--- src/rtl/sseg_frame_decoder.sv ---
// Passive seven-segment bus monitor: de-multiplexes the four scanned digits,
// decodes glyphs and publishes each complete four-digit frame atomically.
module sseg_frame_decoder #(
    parameter int SETTLE = 4,
    parameter int TO_W   = 20
) (
    input  logic       clk,
    input  logic       rst,
    input  logic [7:0] an,
    input  logic [7:0] sseg,
    output logic [3:0] dig0,
    output logic [3:0] dig1,
    output logic [3:0] dig2,
    output logic [3:0] dig3,
    output logic [3:0] dp,
    output logic       frame_stb,
    output logic       stale,
    output logic [7:0] err_cnt
);

    typedef enum logic [1:0] {
        SEEK     = 2'd0,
        SETTLING = 2'd1,
        HELD     = 2'd2
    } state_t;

    localparam logic [7:0] SETTLE_LAST = 8'(SETTLE - 1);

    state_t          state_q, state_d;
    logic [7:0]      an_q, an_d;
    logic [7:0]      sseg_q, sseg_d;
    logic [7:0]      an_prev_q, an_prev_d;
    logic [7:0]      set_cnt_q, set_cnt_d;
    logic [3:0]      cap_mask_q, cap_mask_d;
    logic [15:0]     shd_q, shd_d;
    logic [3:0]      shd_dp_q, shd_dp_d;
    logic [15:0]     dig_q, dig_d;
    logic [3:0]      dp_q, dp_d;
    logic            frame_stb_q, frame_stb_d;
    logic [7:0]      err_q, err_d;
    logic [TO_W-1:0] to_q, to_d;

    logic       an_idle;
    logic       an_valid;
    logic       an_bad;
    logic       an_chg;
    logic       settled;
    logic       capture;
    logic       publish;
    logic [1:0] cap_idx;
    logic [3:0] glyph;

    assign an_idle  = (an_q == 8'hFF);
    assign an_valid = (an_q[7:4] == 4'hF) && $onehot(~an_q[3:0]);
    assign an_bad   = !an_valid && !an_idle;
    assign an_chg   = (an_q != an_prev_q);
    assign settled  = (set_cnt_q == SETTLE_LAST);
    assign publish  = (cap_mask_q == 4'hF);

    always_comb begin
        cap_idx = 2'd0;
        unique case (an_q[3:0])
            4'b1110: cap_idx = 2'd0;
            4'b1101: cap_idx = 2'd1;
            4'b1011: cap_idx = 2'd2;
            4'b0111: cap_idx = 2'd3;
            default: cap_idx = 2'd0;
        endcase
    end

    always_comb begin
        glyph = 4'hF;
        unique case (sseg_q[6:0])
            7'h40:   glyph = 4'h0;
            7'h79:   glyph = 4'h1;
            7'h24:   glyph = 4'h2;
            7'h30:   glyph = 4'h3;
            7'h19:   glyph = 4'h4;
            7'h12:   glyph = 4'h5;
            7'h02:   glyph = 4'h6;
            7'h78:   glyph = 4'h7;
            7'h00:   glyph = 4'h8;
            7'h10:   glyph = 4'h9;
            7'h7F:   glyph = 4'hA;
            7'h09:   glyph = 4'hB;
            default: glyph = 4'hF;
        endcase
    end

    always_ff @(posedge clk) begin
        if (rst) state_q <= SEEK;
        else     state_q <= state_d;
    end

    // Idle or illegal anodes always fall back to SEEK, so they win over capture.
    always_comb begin
        state_d = state_q;
        case (state_q)
            SEEK: begin
                if (an_valid) state_d = SETTLING;
            end
            SETTLING: begin
                if (!an_valid)             state_d = SEEK;
                else if (!an_chg && settled) state_d = HELD;
            end
            HELD: begin
                if (!an_valid)   state_d = SEEK;
                else if (an_chg) state_d = SETTLING;
            end
            default: state_d = SEEK;
        endcase
    end

    always_comb begin
        set_cnt_d = set_cnt_q;
        capture   = 1'b0;
        case (state_q)
            SEEK: begin
                if (an_valid) set_cnt_d = 8'd1;
            end
            SETTLING: begin
                if (an_valid) begin
                    if (an_chg) begin
                        set_cnt_d = 8'd1;
                    end else begin
                        set_cnt_d = set_cnt_q + 8'd1;
                        capture   = settled;
                    end
                end
            end
            HELD: begin
                if (an_valid && an_chg) set_cnt_d = 8'd1;
            end
            default: ;
        endcase
    end

    always_comb begin
        an_d        = an;
        sseg_d      = sseg;
        an_prev_d   = an_q;
        shd_d       = shd_q;
        shd_dp_d    = shd_dp_q;
        cap_mask_d  = publish ? 4'h0 : cap_mask_q;
        if (capture) begin
            shd_d[{cap_idx, 2'b00} +: 4] = glyph;
            shd_dp_d[cap_idx]            = ~sseg_q[7];
            cap_mask_d[cap_idx]          = 1'b1;
        end
        dig_d       = publish ? shd_q : dig_q;
        dp_d        = publish ? shd_dp_q : dp_q;
        frame_stb_d = publish;
        err_d       = (an_bad && err_q != 8'hFF) ? err_q + 8'd1 : err_q;
        to_d        = capture ? '0 : ((&to_q) ? to_q : to_q + TO_W'(1));
    end

    always_ff @(posedge clk) begin
        if (rst) begin
            an_q        <= 8'hFF;
            sseg_q      <= 8'hFF;
            an_prev_q   <= 8'hFF;
            set_cnt_q   <= 8'd0;
            cap_mask_q  <= 4'h0;
            shd_q       <= 16'hAAAA;
            shd_dp_q    <= 4'h0;
            dig_q       <= 16'hAAAA;
            dp_q        <= 4'h0;
            frame_stb_q <= 1'b0;
            err_q       <= 8'd0;
            to_q        <= '0;
        end else begin
            an_q        <= an_d;
            sseg_q      <= sseg_d;
            an_prev_q   <= an_prev_d;
            set_cnt_q   <= set_cnt_d;
            cap_mask_q  <= cap_mask_d;
            shd_q       <= shd_d;
            shd_dp_q    <= shd_dp_d;
            dig_q       <= dig_d;
            dp_q        <= dp_d;
            frame_stb_q <= frame_stb_d;
            err_q       <= err_d;
            to_q        <= to_d;
        end
    end

    assign dig0      = dig_q[3:0];
    assign dig1      = dig_q[7:4];
    assign dig2      = dig_q[11:8];
    assign dig3      = dig_q[15:12];
    assign dp        = dp_q;
    assign frame_stb = frame_stb_q;
    assign stale     = &to_q;
    assign err_cnt   = err_q;

endmodule

--- config.mk ---
export PLATFORM = sky130hd
export DESIGN_NAME = sseg_frame_decoder
export DESIGN_NICKNAME = d
export VERILOG_FILES = /design/src/rtl/sseg_frame_decoder.sv
export SDC_FILE = /design/constraint.sdc
export NUM_CORES = 1
export LEC_CHECK = 0
export CORE_ASPECT_RATIO = 1.4
export CORE_UTILIZATION = 38
export CTS_BUF_LIST = sky130_fd_sc_hd__clkbuf_4 sky130_fd_sc_hd__clkbuf_8 sky130_fd_sc_hd__clkbuf_16
export DETAILED_ROUTE_END_ITERATION = 12
export PLACE_DENSITY_LB_ADDON = 0.12
export SYNTH_ARGS = -nofsm -noshare
export SYNTH_HDL_FRONTEND = slang
export SYNTH_SLANG_ARGS = --single-unit
--- constraint.sdc ---
create_clock -name clk -period 7.7 [get_ports clk]
set_input_delay 1.54 -clock clk [delete_from_list [all_inputs] [get_ports clk]]
set_output_delay 1.54 -clock clk [all_outputs]
set_load 0.005 [all_outputs]
== After elaboration in Yosys (flattened, before gate mapping) ==
Index checks and enable logic that the tools add are counted.
W data, S select, Z words.

* Order comparisons: 2
* Add/subtract/negate cells: 7
* Reductions and logical operators: 16
* Bitwise gates (word level): 3
* Equal/unequal tests: 28
* Multiplexer cells: 22
* Shifts and indexed selects: 2

{| class="wikitable"
|+ Operator list
! cell !! number
|-
| $pmux W4 S12 || 1
|-
| $mux W8 || 4
|-
| $eq A7 B7 Y1 const B || 4
|-
| $pmux W8 S3 || 1
|-
| $eq A7 B5 Y1 const B || 3
|-
| $add A20 B1 Y20 const B || 1
|-
| $reduce_and A20 Y1 || 1
|-
| $add A8 B1 Y8 const B || 2
|-
| $bwmux W16 || 1
|-
| $eq A4 B4 Y1 const B || 4
|-
| $shift A4 B6 Y16 const A || 1
|-
| $shiftx A4 B6 Y16 || 1
|-
| $eq A7 B6 Y1 const B || 2
|-
| $pmux W2 S3 || 2
|-
| $mux W2 || 5
|-
| $eq A8 B2 Y1 const B || 1
|-
| $eq A8 B8 Y1 const B || 1
|-
| $mux W4 || 2
|-
| $ne A8 B8 Y1 || 1
|-
| $ne A8 B8 Y1 const B || 1
|-
| $eq A7 B2 Y1 const B || 1
|-
| $eq A7 B4 Y1 const B || 1
|-
| $logic_not A7 Y1 || 1
|-
| $logic_and A1 B1 Y1 || 6
|-
| 23 further kinds || 32
|}

* Output and inout bits: 30
* Register bits after elaboration: 107
* Logic and storage cells: 93

== Depth between registers and ports, before layout ==
* Word-level depth: 8
* Mapped depth: 11
* Depth with buffers taken out: 10

== Worst setup path after synthesis ==
Ideal clock, no wire load.

* Path type: register -> output
* From: register to_q[6]
* To: output stale
* Cell stages (with the launch flop): 6
* Setup slack: 4.804 ns
* Data arrival time: 1.356 ns
* Required time: 6.160 ns
* Cell sequence: dfxtp_1 -> and4_1 -> nand4_1 -> or3_1 -> clkbuf_1 -> inv_1

* Word-level cells in the longest chain between the ends: 1

{| class="wikitable"
|+ RTL lines
! what !! line !! RTL
|-
| start: declaration || 41 || <nowiki>logic [TO_W-1:0] to_q, to_d;</nowiki>
|-
| start signal: assignment || 183 || <nowiki>to_q <= to_d;</nowiki>
|-
| $reduce_and A20 Y1 || 193 || <nowiki>assign stale = &to_q;</nowiki>
|-
| end: declaration || 17 || <nowiki>output logic stale,</nowiki>
|}

No other way between the ends.

== Worst setup path after layout ==
* From: register to_q[7]
* To: output stale

Same word-level chain as after synthesis.

==> flow_summary.yaml <==
yosys:
  ys_ff_latch: 107
  ys_async_sr_fraction: 0
  netlist.top_cell.by_area: "dfxtp_1"
  syn_area_per_cell_sq_um: 8.97
  synth_fp_nets: 550
  syn_area_sq_mm: 0.00464
  yosysSeqAreaShare: 0.462
  yosysMostFrequentCell: "dfxtp_1"
  yosys_warnings: 0
  synth_edf_count: 0
  ys_types: 57
  synth_top_area_share: 0.462
  syn_inst: 517
  ys.flop_type: "dfxtp_1"
  yosys-top-cells-area: "dfxtp_1 46%, nand2_1 6.5%, ha_1 3.8%, a21oi_1 3.7%, xor2_1 3.2%"
  synthTopCellsByCount: "107 x dfxtp_1, 80 x nand2_1, 39 x nor2_1, 34 x a21oi_1, 23 x or2_2"
pwr:
  clkPwrFrac: 0.421
  seqPwrFrac: 0.509
  switching_share: 0.223
  combPwrFrac: 0.070
  switchingPower_w: 0.000254
  vdd_drop_max_uv: 93.4
  leakage_nw: 2.01
  p_int_w: 0.000885
  powerDensity_mw_per_mm2: 207
timing:
  relSlewSlack: 0.350
  period_share: 0.532
  finClkSkew_ns: 0.00511
  rsz0062_at_grt: "no"
  finalCriticalPeriod_ns: 4.10
  hold_viol_final: 0
  drv_slew: 0
  fmax_mhz: 244
  setup_violations: 0
  tightestPinTransition_ns: 0.971
  finalHoldWorstSlack_ns: 0.455
  tns_ns: 0
routing:
  drt_first_pass_iters: 4
  drt-wirelength-per-cell_um: 13.1
  vias_per_cell: 5.07
  totalWireLength_mm: 9.19
  top_layer_used: "met4"
  first_iter_violations: 161
  wl_met2_mm: 4.62
  vias: 3565
  wl_met3_um: 257
  drt-met1-wl_mm: 4.17
  ant_nets: 0
  drc: 0
clocking:
  cts_hold_buf: 0
  clkTransAtPathRegs_ns: 0.07
  clock-root-buffer: "clkbuf_16"
  cts_resized: 0
  htreeDepth: 3
  cts_sinks: 107
  numCtsBuffers: 9
  clk_path_buf_depth: 2
  cts_tree: "done"
  post_cts_buffers: 0
  clk_latency_ns: 0.34
final_layout:
  nets: 584
  antenna_cells: 0
  stdcell_count: 703
  nFillCells: 1169
  final_util: 0.464
  area.growth.synth_to_final_pct: 18.8
  drive_above_1_share: 0.0845
job:
  max_cap_violations: 0
worst_setup_path:
  endpoint_kind: "output pin"
  critPathMaxFanout: 16
  worstPathRequired_ns: 6.16
  cp-start-kind: "register"
  cp_top_family: "simple AND/OR/NAND/NOR gates"
  cpPeakStageDelay_ns: 0.62
  crit_chain: "and4_1 -> nand4_1 -> or3_1 -> inv_1 -> clkdlybuf4s50_1"
  critPathSlowestCell: "or3_1"
  path_buf_inv: 2
  path_class: "register to output pin"
  arrival_ns: 2.56
floorplan:
  dieArea_sq_mm: 0.0127
  rows: 47
  die_x_um: 95.3
  io_pins: 48
  design.core.area_sq_mm: 0.0119
  die_h_um: 133
  start_util: 0.390
run_status:
  outcome: "finished, final reports clean"
worst_hold_path:
  min_path_type: "register to register"
placement:
  place_inst: 687
  hpwl_mm: 6.55
  gp_congestion: 0.856
  io_buffers: 47
grt:
  grt_pass1_wl_mm: 16.0
  grt_pass1_vias: 3555
  track_usage: 0.159
  overflow: 0
  antenna_found_initial: 0
  grt_max_degree: 80
==> path summary, 6_finish.rpt <==
check / startpoint / endpoint / slack, ns / depth (start not counted)
max: to_q[7]$_SDFFE_PP0N_ / stale / 3.60 / 5
min: dp[3]$_SDFFE_PP0P_ / dp[3]$_SDFFE_PP0P_ / 0.46 / 2
max reg2reg: an_prev_d[0]$_SDFF_PP1_ / shd_q[1]$_SDFFE_PP1P_ / 4.25 / 9
min reg2reg: dp[3]$_SDFFE_PP0P_ / dp[3]$_SDFFE_PP0P_ / 0.46 / 2
==> cells in the final DEF (no fill, tap or decap), types with 3 or more instances in the layout <==
cell type	netlist	final
clkdlybuf4s50_1	0	46
and3_1	12	12
nor3b_1	3	3
a311oi_1	3	3
nand3_1	13	13
mux2i_1	3	3
nor3_1	9	9
a22o_1	3	3
nor4_1	4	4
nor2b_1	5	5
clkbuf_8	0	3
a211oi_1	5	5
and4_1	8	8
or2_2	23	23
xnor2_1	16	16
or3_1	3	3
nand3b_1	9	9
inv_1	11	11
nor2_1	39	39
a221o_1	7	7
and2_1	5	5
ha_1	14	14
clkbuf_16	0	9
o21ai_0	5	5
o21a_1	3	3
nand4_1	15	15
a21oi_1	34	34
a31oi_1	4	4
dfxtp_1	107	107
xor2_1	17	17
nand2_1	80	80
==> layer usage <==
layer	vias to the layer above	GRT usage
met4	0	0.0564
li1	1877	-
met1	1631	0.187
met5	-	0
met2	46	0.273
met3	11	0.0420
==> power groups by stage <==
stage	sequential [W]	clock (W)	combinational, W
2_1_floorplan	0.000586	0	0.0000583
3_3_place_gp	0.000592	0	0.0000798
3_5_place_dp	0.000592	0	0.0000806
4_1_cts	0.000579	0.000494	0.0000808
5_1_grt	0.000582	0.000520	0.0000897
6_report	0.000580	0.000480	0.0000793
==> stage by stage <==
| step | setup slack [ns] | cell area [sq um] | power [W] |
|---|---|---|---|
| finish | 3.60 | 5510 | 0.00114 |
| global route | 3.45 | 5510 | 0.00119 |
| CTS | 3.60 | 5510 | 0.00115 |
| detailed placement | 3.98 | 5190 | 0.000673 |
| global placement | 4.03 | 5190 | 0.000671 |
| floorplan | 4.80 | 4640 | 0.000644 |
==> cells by family (layout without fill, tap and decap cells) <==
logic type | count (synthesis) | after routing | share of synthesized area
multiplexers | 4 | 4 | 0.00891
AO/OA/AOI/OAI | 81 | 81 | 0.118
buffers and inverters | 36 | 75 | 0.0310
XOR/XNOR | 33 | 33 | 0.0623
flip-flops | 107 | 107 | 0.462
AND/OR/NAND/NOR | 240 | 240 | 0.273
adder cells (fa/ha/maj) | 16 | 16 | 0.0443
==> flip-flops by register name, indices dropped and copies added (netlist names), 4 cells and up <==
signal,flops
to_q,20
dig_q,16
shd_q,16
an_prev_d,8
an_prev_q,8
err_cnt,8
set_cnt_q,8
sseg_q,8
cap_mask_q,4
dp,4
shd_dp_q,4
==> tightest hold or removal path: cells and delay by family (launching register included) <==
family / cells / cell delay (ns)
compound gates: 1 / 0.05
simple gates: 1 / 0.05
flops: 1 / 0.31
==> layout make-up <==
| cell class | count | area, sq um | area share |
|---|---|---|---|
| repair buffers | 48 | 473 | 0.0859 |
| clock buffers | 13 | 274 | 0.0497 |
| clock inverters | 3 | 45.0 | 0.00818 |
| multi-input cells | 374 | 2350 | 0.427 |
| flip-flops and latches | 107 | 2140 | 0.389 |
| inverters | 11 | 41.3 | 0.00749 |
| well taps | 147 | 184 | 0.0334 |
Power figures use the tool's default switching activity.
